===== src/rtl/riscv_fifo_reader.sv =====
// riscv_fifo_reader: pop-side consumer for a show-ahead FIFO.
// Drains FIFO words into a 2-entry output buffer and re-presents them as a
// registered valid/ready stream; fifo_pop never depends on out_ready.
// Optional handshake counter (out_count) built when RISCV_FIFO_READER_STATS_EN is defined.
module riscv_fifo_reader #(
   parameter int unsigned DATA_W = 32
`ifdef RISCV_FIFO_READER_STATS_EN
   , parameter int unsigned STAT_W = 16
`endif
) (
   input  logic              clk,
   input  logic              rstn,
   input  logic              flush,
   input  logic [DATA_W-1:0] fifo_data_out,
   input  logic              fifo_empty,
   output logic              fifo_pop,
   output logic              fifo_flush,
   output logic              out_valid,
   output logic [DATA_W-1:0] out_data,
   input  logic              out_ready
`ifdef RISCV_FIFO_READER_STATS_EN
   , output logic [STAT_W-1:0] out_count
`endif
);

   // Occupancy of the output buffer doubles as the FSM state.
   typedef enum logic [1:0] {
      EMPTY = 2'd0,
      ONE   = 2'd1,
      TWO   = 2'd2
   } state_t;

   state_t            state_q, state_d;
   logic [DATA_W-1:0] buf0_q, buf0_d;
   logic [DATA_W-1:0] buf1_q, buf1_d;
   logic              valid_d;
   logic              take;

   assign fifo_flush = flush;
   assign out_data   = buf0_q;
   assign take       = out_valid & out_ready;
   // Pop only when a slot is free; independent of out_ready by design.
   assign fifo_pop   = ~flush & ~fifo_empty & (state_q != TWO);

   // State, buffer slots and registered valid.
   always_ff @(posedge clk or negedge rstn) begin
      if (!rstn) begin
         state_q   <= EMPTY;
         buf0_q    <= '0;
         buf1_q    <= '0;
         out_valid <= 1'b0;
      end else begin
         state_q   <= state_d;
         buf0_q    <= buf0_d;
         buf1_q    <= buf1_d;
         out_valid <= valid_d;
      end
   end

   // Next-state and slot update; flush empties the buffer regardless of take.
   always_comb begin
      state_d = state_q;
      buf0_d  = buf0_q;
      buf1_d  = buf1_q;
      if (flush) begin
         state_d = EMPTY;
      end else begin
         case (state_q)
            EMPTY: begin
               if (fifo_pop) begin
                  state_d = ONE;
                  buf0_d  = fifo_data_out;
               end
            end
            ONE: begin
               if (fifo_pop && !take) begin
                  state_d = TWO;
                  buf1_d  = fifo_data_out;
               end else if (fifo_pop && take) begin
                  buf0_d  = fifo_data_out;
               end else if (take) begin
                  state_d = EMPTY;
               end
            end
            TWO: begin
               if (take) begin
                  state_d = ONE;
                  buf0_d  = buf1_q;
               end
            end
            default: state_d = EMPTY;
         endcase
      end
      valid_d = (state_d != EMPTY);
   end

`ifdef RISCV_FIFO_READER_STATS_EN
   // Accepted-word counter; wraps, cleared only by reset.
   always_ff @(posedge clk or negedge rstn) begin
      if (!rstn) begin
         out_count <= '0;
      end else if (take) begin
         out_count <= out_count + STAT_W'(1);
      end
   end
`endif

endmodule


===== config.mk =====
export PLATFORM = sky130hd
export DESIGN_NAME = riscv_fifo_reader
export DESIGN_NICKNAME = d
export VERILOG_FILES = /design/src/rtl/riscv_fifo_reader.sv
export SDC_FILE = /design/constraint.sdc
export NUM_CORES = 1
export LEC_CHECK = 0
export ABC_AREA = 1
export CAP_MARGIN = 10
export CORE_ASPECT_RATIO = 1.2
export CORE_MARGIN = 2
export CORE_UTILIZATION = 50
export CTS_BUF_LIST = sky130_fd_sc_hd__clkbuf_16
export DETAILED_ROUTE_END_ITERATION = 12
export PLACE_DENSITY = 0.8
export SLEW_MARGIN = 20
export SYNTH_ARGS = -nofsm -noshare
export SYNTH_HDL_FRONTEND = slang
export SYNTH_SLANG_ARGS = --single-unit

===== constraint.sdc =====
create_clock -name clk -period 1.7 [get_ports clk]
set_clock_uncertainty 0.15 [all_clocks]
set_input_delay 0.255 -clock clk [delete_from_list [all_inputs] [get_ports clk]]
set_output_delay 0.255 -clock clk [all_outputs]
set_load 0.01 [all_outputs]

==> qor.csv, run 1 <==
stage;metric;value;unit
synthesis;synthesis.area_per_instance;7.79;um2
floorplan;die_width;77.6;um
power;p_switching;1.52;mW
cts;cts_tree;built;
floorplan;placeableCoreArea;6370;um2
place;numPortBuffers;71;
cells_and_area;antenna_cells;0;
timing;grt_setup_unrepaired;no;
worst_setup_path;worst_setup_path_end_kind;output port;
power;share_comb_of_total_power;0.258;
timing;fin_tns_setup;0;ns
global_route;pin_count_of_the_biggest_net_entering_global_routing;68;
synthesis;netlist.top_cell.by_area;sky130_fd_sc_hd__dfrtp_1;
synthesis;synth-seq-area-share;0.516;
worst_setup_path;cp_cell_sequence;clkdlybuf4s50_1;
timing;max_slew.worst_pin.slew;0.363;ns
detailed_routing;wl_per_cell;13.2;um
timing;final.min_clock_period;1.64;ns
global_route;globalRouteOverflowTotal;0;
floorplan;design.portCount;72;
cts;cts_buffers;9;
worst_setup_path;timing.critical_path.max_delay_family;buffers and inverters;
worst_setup_path;timing.rr.end;out_data[2]$_DFFE_PN0P_;
detailed_routing;antenna_violating_nets_post_route;0;
worst_setup_path;timing.critical_path.from_type;flip-flop;
cts;htree_num_levels;3;
detailed_routing;route.detailed.drc;0;
timing;period_share;0.964;
global_route;grt_use_total;0.234;
cts;clock_pin_slew_of_the_registers_on_the_worst_case_setup_and_hold_paths;0.05;ns
cells_and_area;final_nets;532;
worst_setup_path;timing.critical_path.from;out_data[22]$_DFFE_PN0P_;
worst_setup_path;critPathCapture;out_data[22];
floorplan;die_height;92.3;um
synthesis;synth_cell_types;19;
worst_setup_path;slowest_stage;sky130_fd_sc_hd__clkdlybuf4s50_1;
synthesis;yosys_reg_bits;67;
cts;cts_buffer_depth;2;
place;placed_cells;568;
power;power_frac_clock;0.302;
global_route;first_global_vias;2963;
power;power_frac_seq;0.440;
detailed_routing;routed-via-count;2960;
cts;clock_latency;0.32;ns
detailed_routing;detail_route.first_pass.iterations;4;
timing;max_slew_margin;0.758;
synthesis;ys_top_cells_by_area;sky130_fd_sc_hd__dfrtp_1 52%, sky130_fd_sc_hd__nand2_1 20%, sky130_fd_sc_hd__nand4_1 6.2%;
worst_setup_path;criticalPathCategory;flip-flop to output port;
synthesis;synthesis.instances;417;
cts;clock-sinks;67;
cells_and_area;growth_of_design_area_from_synthesis_to_finish;35.2;%
power;power_density;1190;nW/um2
detailed_routing;detailedRoute.firstIterationViolations;195;
worst_setup_path;setup.reg_to_reg.worst_slack;0.11;ns
worst_setup_path;cp_slowest_stage_delay;0.54;ns
synthesis;post_synthesis_cell_area;3250;um2
cells_and_area;post_route_cells_drive_above_1_share;0.0922;
global_route;grt_pass1_wl;13200;um
timing;clock.fmax;610;MHz
worst_setup_path;timing.critical_path.depth;1;
floorplan;die-area;7160;um2
worst_setup_path;worstRegToRegCells;7;
cts;clockRootBuffer;sky130_fd_sc_hd__clkbuf_16;
power;power.switching_fraction;0.291;
floorplan;initial_utilization;0.510;
power;totalPowerFinal;5.23;mW
power;vdd_ir_drop_max;0.706;mV
worst_setup_path;critPathMaxFanout;2;
synthesis;synth.yosys.warnings;0;
hold_path;hold_path_class;input pin to async pin;
flow_run;drv_cap;0;
detailed_routing;finalWirelength;7680;um
timing;hold_viol;0;
worst_setup_path;worst_r2r_startpoint;state_q[1]$_DFF_PN0_;
worst_setup_path;data_arrival_time_of_the_critical_path;1.23;ns
worst_setup_path;worstPathBufferInverterCount;1;
global_route;initial_antenna_violation_count;0;
timing;timing.final.max_slew_violations;0;
run_status;run_status;completed;
timing;finalSetupViolations;0;
floorplan;row_count;32;
place;dpl.hpwl;5010;um
power;p_int;3.70;mW
cells_and_area;final_cell_count_no_fill;584;
synthesis;synthDominantCellAreaShare;0.516;
place;gp_congestion;0.793;
power;static-leakage-power;2.31;nW
worst_setup_path;worstPathRequired;1.29;ns
detailed_routing;number_of_vias_per_cell_after_detailed_routing;5.07;
synthesis;postSynthNetCount;454;
==> synthesized netlist by cell type <==
library cell,number
sky130_fd_sc_hd__a21oi_2,1
sky130_fd_sc_hd__a21oi_4,1
sky130_fd_sc_hd__buf_2,12
sky130_fd_sc_hd__buf_4,5
sky130_fd_sc_hd__buf_6,3
sky130_fd_sc_hd__clkbuf_1,10
sky130_fd_sc_hd__dfrtp_1,67
sky130_fd_sc_hd__inv_1,39
sky130_fd_sc_hd__inv_2,1
sky130_fd_sc_hd__nand2_1,170
sky130_fd_sc_hd__nand2_2,1
sky130_fd_sc_hd__nand3_1,33
sky130_fd_sc_hd__nand3_2,1
sky130_fd_sc_hd__nand4_1,32
sky130_fd_sc_hd__nor2_1,6
sky130_fd_sc_hd__nor2_4,1
sky130_fd_sc_hd__o21ai_0,3
sky130_fd_sc_hd__o21ai_1,30
sky130_fd_sc_hd__o21ai_2,1
==> timing repair <==
item                                   CTS  global route
hold buffers                             1             0
buffers inserted                         0             0
setup endpoints to repair                2            33
gates resized for setup                  2             5
endpoints found under the hold margin   67             0
==> area by class of cell <==
cell class | count | area, um2
clock inverter | 6 | 27.5
inverter | 40 | 150
clock buffer | 9 | 225
multi-input combinational | 280 | 1260
sequential | 67 | 1680
tap | 85 | 106
fill | 500 | 1970
timing repair buffer | 97 | 942
==> per-stage QoR <==
| step | instance area, um2 | hold slack [ns] | util | setup slack, ns |
|---|---|---|---|---|
| after floorplan | 3250 | -0.191 | - | 0.286 |
| after global placement | 4120 | 0.148 | 0.647 | -0.169 |
| after detailed placement | 4120 | 0.150 | 0.647 | -0.194 |
| after CTS | 4380 | 0.329 | 0.688 | 0.0373 |
| after global routing | 4390 | 0.349 | 0.690 | 0.0123 |
| final | 4390 | 0.311 | 0.690 | 0.0604 |
==> cell usage in the layout, fill, tap and decap left out, drive strengths merged <==
cell / netlist / routed
nand2: 171 / 171
clkdlybuf4s50: 0 / 68
dfrtp: 67 / 67
inv: 40 / 43
nand3: 34 / 34
o21ai: 34 / 34
nand4: 32 / 32
buf: 20 / 26
clkbuf: 10 / 10
nor2: 7 / 7
a21oi: 2 / 2
clkinv: 0 / 2
clkinvlp: 0 / 1
dlygate4sd3: 0 / 1
dlygate4sd2: 0 / 1
==> worst min-delay path by stage <==
stage,start,endpoint,slack [ns],cells past startpoint
2_1_floorplan,rstn,buf1_q[0]$_DFFE_PN0P_,-0.19,0
3_3_place_gp,rstn,out_valid$_DFF_PN0_,0.15,2
3_5_place_dp,rstn,out_valid$_DFF_PN0_,0.15,2
4_1_cts,out_data[9]$_DFFE_PN0P_,out_data[9]$_DFFE_PN0P_,0.33,2
5_1_grt,out_data[12]$_DFFE_PN0P_,out_data[12]$_DFFE_PN0P_,0.35,2
6_report,rstn,out_valid$_DFF_PN0_,0.31,3
==> power groups by stage <==
| stage | Sequential, mW | Combinational [mW] | Clock [mW] |
|---|---|---|---|
| detailed placement | 2.32 | 1.34 | 0 |
| CTS | 2.30 | 1.36 | 1.60 |
| floorplan | 2.37 | 0.585 | 0 |
| finish | 2.30 | 1.35 | 1.58 |
| global route | 2.36 | 1.51 | 1.67 |
| global placement | 2.29 | 1.31 | 0 |
==> sequential cells by signal (all words and copies together), names as in the netlist <==
register   count
out_data      32
out_valid      1
state_q        2
buf1_q        32
==> kinds of logic (layout without fill, tap and decap cells) <==
kind of cell / after synthesis / count (layout) / synth area share
AOI/OAI and AO/OA: 36 / 36 / 0.0612
buffers and inverters: 70 / 152 / 0.0982
and+or+nand+nor: 244 / 244 / 0.324
DFF: 67 / 67 / 0.516
==> routing by layer <==
layer	GRT usage	share of wire
met1	0.276	0.41
met5	0	0
met3	0.0468	0.061
met4	0.125	0.019
met2	0.403	0.51
No activity file was read; power rests on OpenSTA's default activity.
==> inputs of run 2 (changes only) <==
SLEW_MARGIN = not set   (was 20)
==> results of run 2 <==
Same layout as run 1: the final DEF is identical, and so are final timing and power.
==> inputs of run 3 (changes only) <==
CORE_ASPECT_RATIO = not set   (was 1.2)
CORE_UTILIZATION = 54   (was 50)
PLACE_DENSITY = 0.86   (was 0.8)
clock period = 2 ns   (was 1.7 ns; I/O delays follow)
==> run 3 against run 2 <==
  * Global-route usage rose by 4.0 points
  * Utilization rose by 5.2 points
  * Worst hold slack improved by 0.022 ns
  * Register-to-register slack improved by 0.13 ns
  * Clock-buffer cell count did not move
  * Routed wire length rose by 6.3%
  * Cell area fell by 1.2%
  * Final cell count fell by 2.7%
==> qor.csv, run 3 (synthesis gave the netlist of run 1 again) <==
stage;metric;value;unit;change
global_route;globalRouteOverflowTotal;0;;unchanged
worst_setup_path;worstPathRequired;1.55;ns;+0.26 ns
cts;cts_setup_buffers;0;;unchanged
timing;clock.fmax;552;MHz;
place;placement.cell_area;4040;um2;-1.9%
floorplan;die-area;6650;um2;-7.1%
power;static-leakage-power;2.29;nW;-1.0%
detailed_routing;detailedRoute.firstIterationViolations;288;;+48%
worst_setup_path;cp_slowest_stage_delay;0.55;ns;about the same
cells_and_area;most_frequent_standard_cell_in_the_layout_excluding_fill_and_tap_cells;sky130_fd_sc_hd__nand2_1;;
detailed_routing;detail_route.first_pass.iterations;4;;unchanged
run_status;run_status;completed;;
place;placed_cells;551;;-3.0%
cts;htree_num_levels;3;;unchanged
detailed_routing;number_of_vias_per_cell_after_detailed_routing;5.40;;+6.5%
detailed_routing;route.detailed.drc;0;;unchanged
timing;grt_setup_unrepaired;no;;
timing;period_share;0.906;;
timing;fin_tns_setup;0;ns;unchanged
timing;max_slew_margin;0.638;;-0.119
global_route;first_global_vias;3040;;+2.6%
cells_and_area;commonest_cells_after_routing_fill_and_taps_aside;170 x sky130_fd_sc_hd__nand2_1, 69 x sky130_fd_sc_hd__clkdlybuf4s50_1, 67 x sky130_fd_sc_hd__dfrtp_1;;
place;numPortBuffers;71;;unchanged
timing;finalSetupViolations;0;;unchanged
worst_setup_path;cp_cell_sequence;clkdlybuf4s50_1, clkdlybuf4s50_1;;
cells_and_area;antenna_cells;0;;unchanged
worst_setup_path;timing.critical_path.mode_cell;sky130_fd_sc_hd__clkdlybuf4s50_1;;
detailed_routing;antenna_violating_nets_post_route;0;;unchanged
floorplan;row_count;28;;-13%
global_route;grt_use_total;0.274;;+0.0401
cts;clock_latency;0.33;ns;about the same
worst_setup_path;timing.critical_path.max_delay_family;buffers and inverters;;
timing;timing.hold.ws;0.334;ns;+0.0221 ns
cts;cts_buffers;9;;unchanged
detailed_routing;routed-via-count;3065;;+3.5%
floorplan;design.portCount;72;;unchanged
cts;cts_tree;built;;
cells_and_area;multi_input_comb_area;1260;um2;-0.59%
worst_setup_path;criticalPathCategory;input pin to output port;;
power;power_density;1060;nW/um2;-11%
worst_setup_path;worst_setup_path_end_kind;output port;;
detailed_routing;wl_per_cell;14.4;um;+9.3%
worst_setup_path;setup.reg_to_reg.worst_slack;0.24;ns;+0.13 ns
cells_and_area;final_core_utilization;0.742;;+0.0516
power;vdd_ir_drop_max;0.687;mV;-2.7%
global_route;grt_pass1_wl;13800;um;+4.7%
worst_setup_path;slowest_stage;sky130_fd_sc_hd__clkdlybuf4s50_1;;
timing;final.min_clock_period;1.81;ns;
cells_and_area;final_nets;525;;-1.3%
timing;timing.final.max_slew_violations;0;;unchanged
cts;clock-sinks;67;;unchanged
worst_setup_path;worst_r2r_startpoint;state_q[0]$_DFF_PN0_;;
place;dpl.hpwl;5150;um;+2.7%
floorplan;die_width;81.6;um;+5.1%
detailed_routing;finalWirelength;8160;um;+6.3%
worst_setup_path;timing.critical_path.from_type;input pin;;
cells_and_area;seq_area;1680;um2;unchanged
worst_setup_path;timing.rr.end;out_data[4]$_DFFE_PN0P_;;
cells_and_area;design_area;4340;um2;-1.2%
cells_and_area;num-fill-cells;430;;-14%
worst_setup_path;worstPathBufferInverterCount;2;;+1
flow_run;drv_cap;0;;unchanged
cts;cts_buffer_depth;2;;unchanged
cells_and_area;final_cell_count_no_fill;568;;-2.7%
place;gp_congestion;0.836;;+5.4%
global_route;initial_antenna_violation_count;0;;unchanged
global_route;pin_count_of_the_biggest_net_entering_global_routing;44;;-35%
cells_and_area;post_route_cells_drive_above_1_share;0.0832;;-0.00902
cts;clockRootBuffer;sky130_fd_sc_hd__clkbuf_16;;
timing;hold_viol;0;;unchanged
floorplan;initial_utilization;0.555;;+0.0450
hold_path;hold_path_class;input pin to async pin;;
floorplan;die_height;81.6;um;-12%
floorplan;placeableCoreArea;5850;um2;-8.1%
worst_setup_path;data_arrival_time_of_the_critical_path;1.36;ns;+0.13 ns
cts;clock_pin_slew_of_the_registers_on_the_worst_case_setup_and_hold_paths;0.05;ns;about the same
timing;max_slew.worst_pin.slew;0.542;ns;+0.179 ns
worst_setup_path;worstRegToRegCells;7;;unchanged
cells_and_area;growth_of_design_area_from_synthesis_to_finish;33.6;%;
worst_setup_path;critPathMaxFanout;4;;+2
## run 3: layer usage
layer	track usage	vias to the layer above	share of wire
met3	0.0484	15	0.056
met5	0	-	0
li1	-	1474	-
met1	0.324	1445	0.41
met2	0.478	131	0.52
met4	0.141	0	0.019
## run 3: worst max path at each step
stage,start,to,cells past startpoint
detailed placement,flush,fifo_pop,5
CTS,flush,fifo_flush,2
finish,flush,fifo_flush,2
floorplan,state_q[1]$_DFF_PN0_,buf1_q[10]$_DFFE_PN0P_,7
global route,state_q[0]$_DFF_PN0_,out_data[4]$_DFFE_PN0P_,7
global placement,flush,fifo_pop,5
## run 3: power by group
group	total, mW	switching, mW	internal (mW)
clock	1.51	0.562	0.949
combinational	1.15	0.565	0.580
sequential	1.96	0.218	1.74
total	4.62	1.35	3.27
## run 3: timing repair
action                                  CTS  global route
hold endpoints to repair                 21             0
gates resized for setup                   1             0
endpoints found under the setup margin    1             0
hold buffers                              1             0
## run 3: final cells by class
| type | count | area share |
|---|---|---|
| Sequential cell | 67 | 0.386 |
| Multi-Input combinational cell | 280 | 0.290 |
| Timing Repair Buffer | 90 | 0.202 |
| Clock buffer | 9 | 0.0519 |
| Inverter | 40 | 0.0346 |
| Tap cell | 75 | 0.0216 |
| Clock inverter | 7 | 0.0141 |
## run 3: metrics by stage
stage	power, mW	setup WS (ns)
after floorplan	2.51	0.586
after global placement	3.05	0.0413
after detailed placement	3.10	0.0178
after CTS	4.64	0.178
after global routing	4.87	0.150
final	4.62	0.187
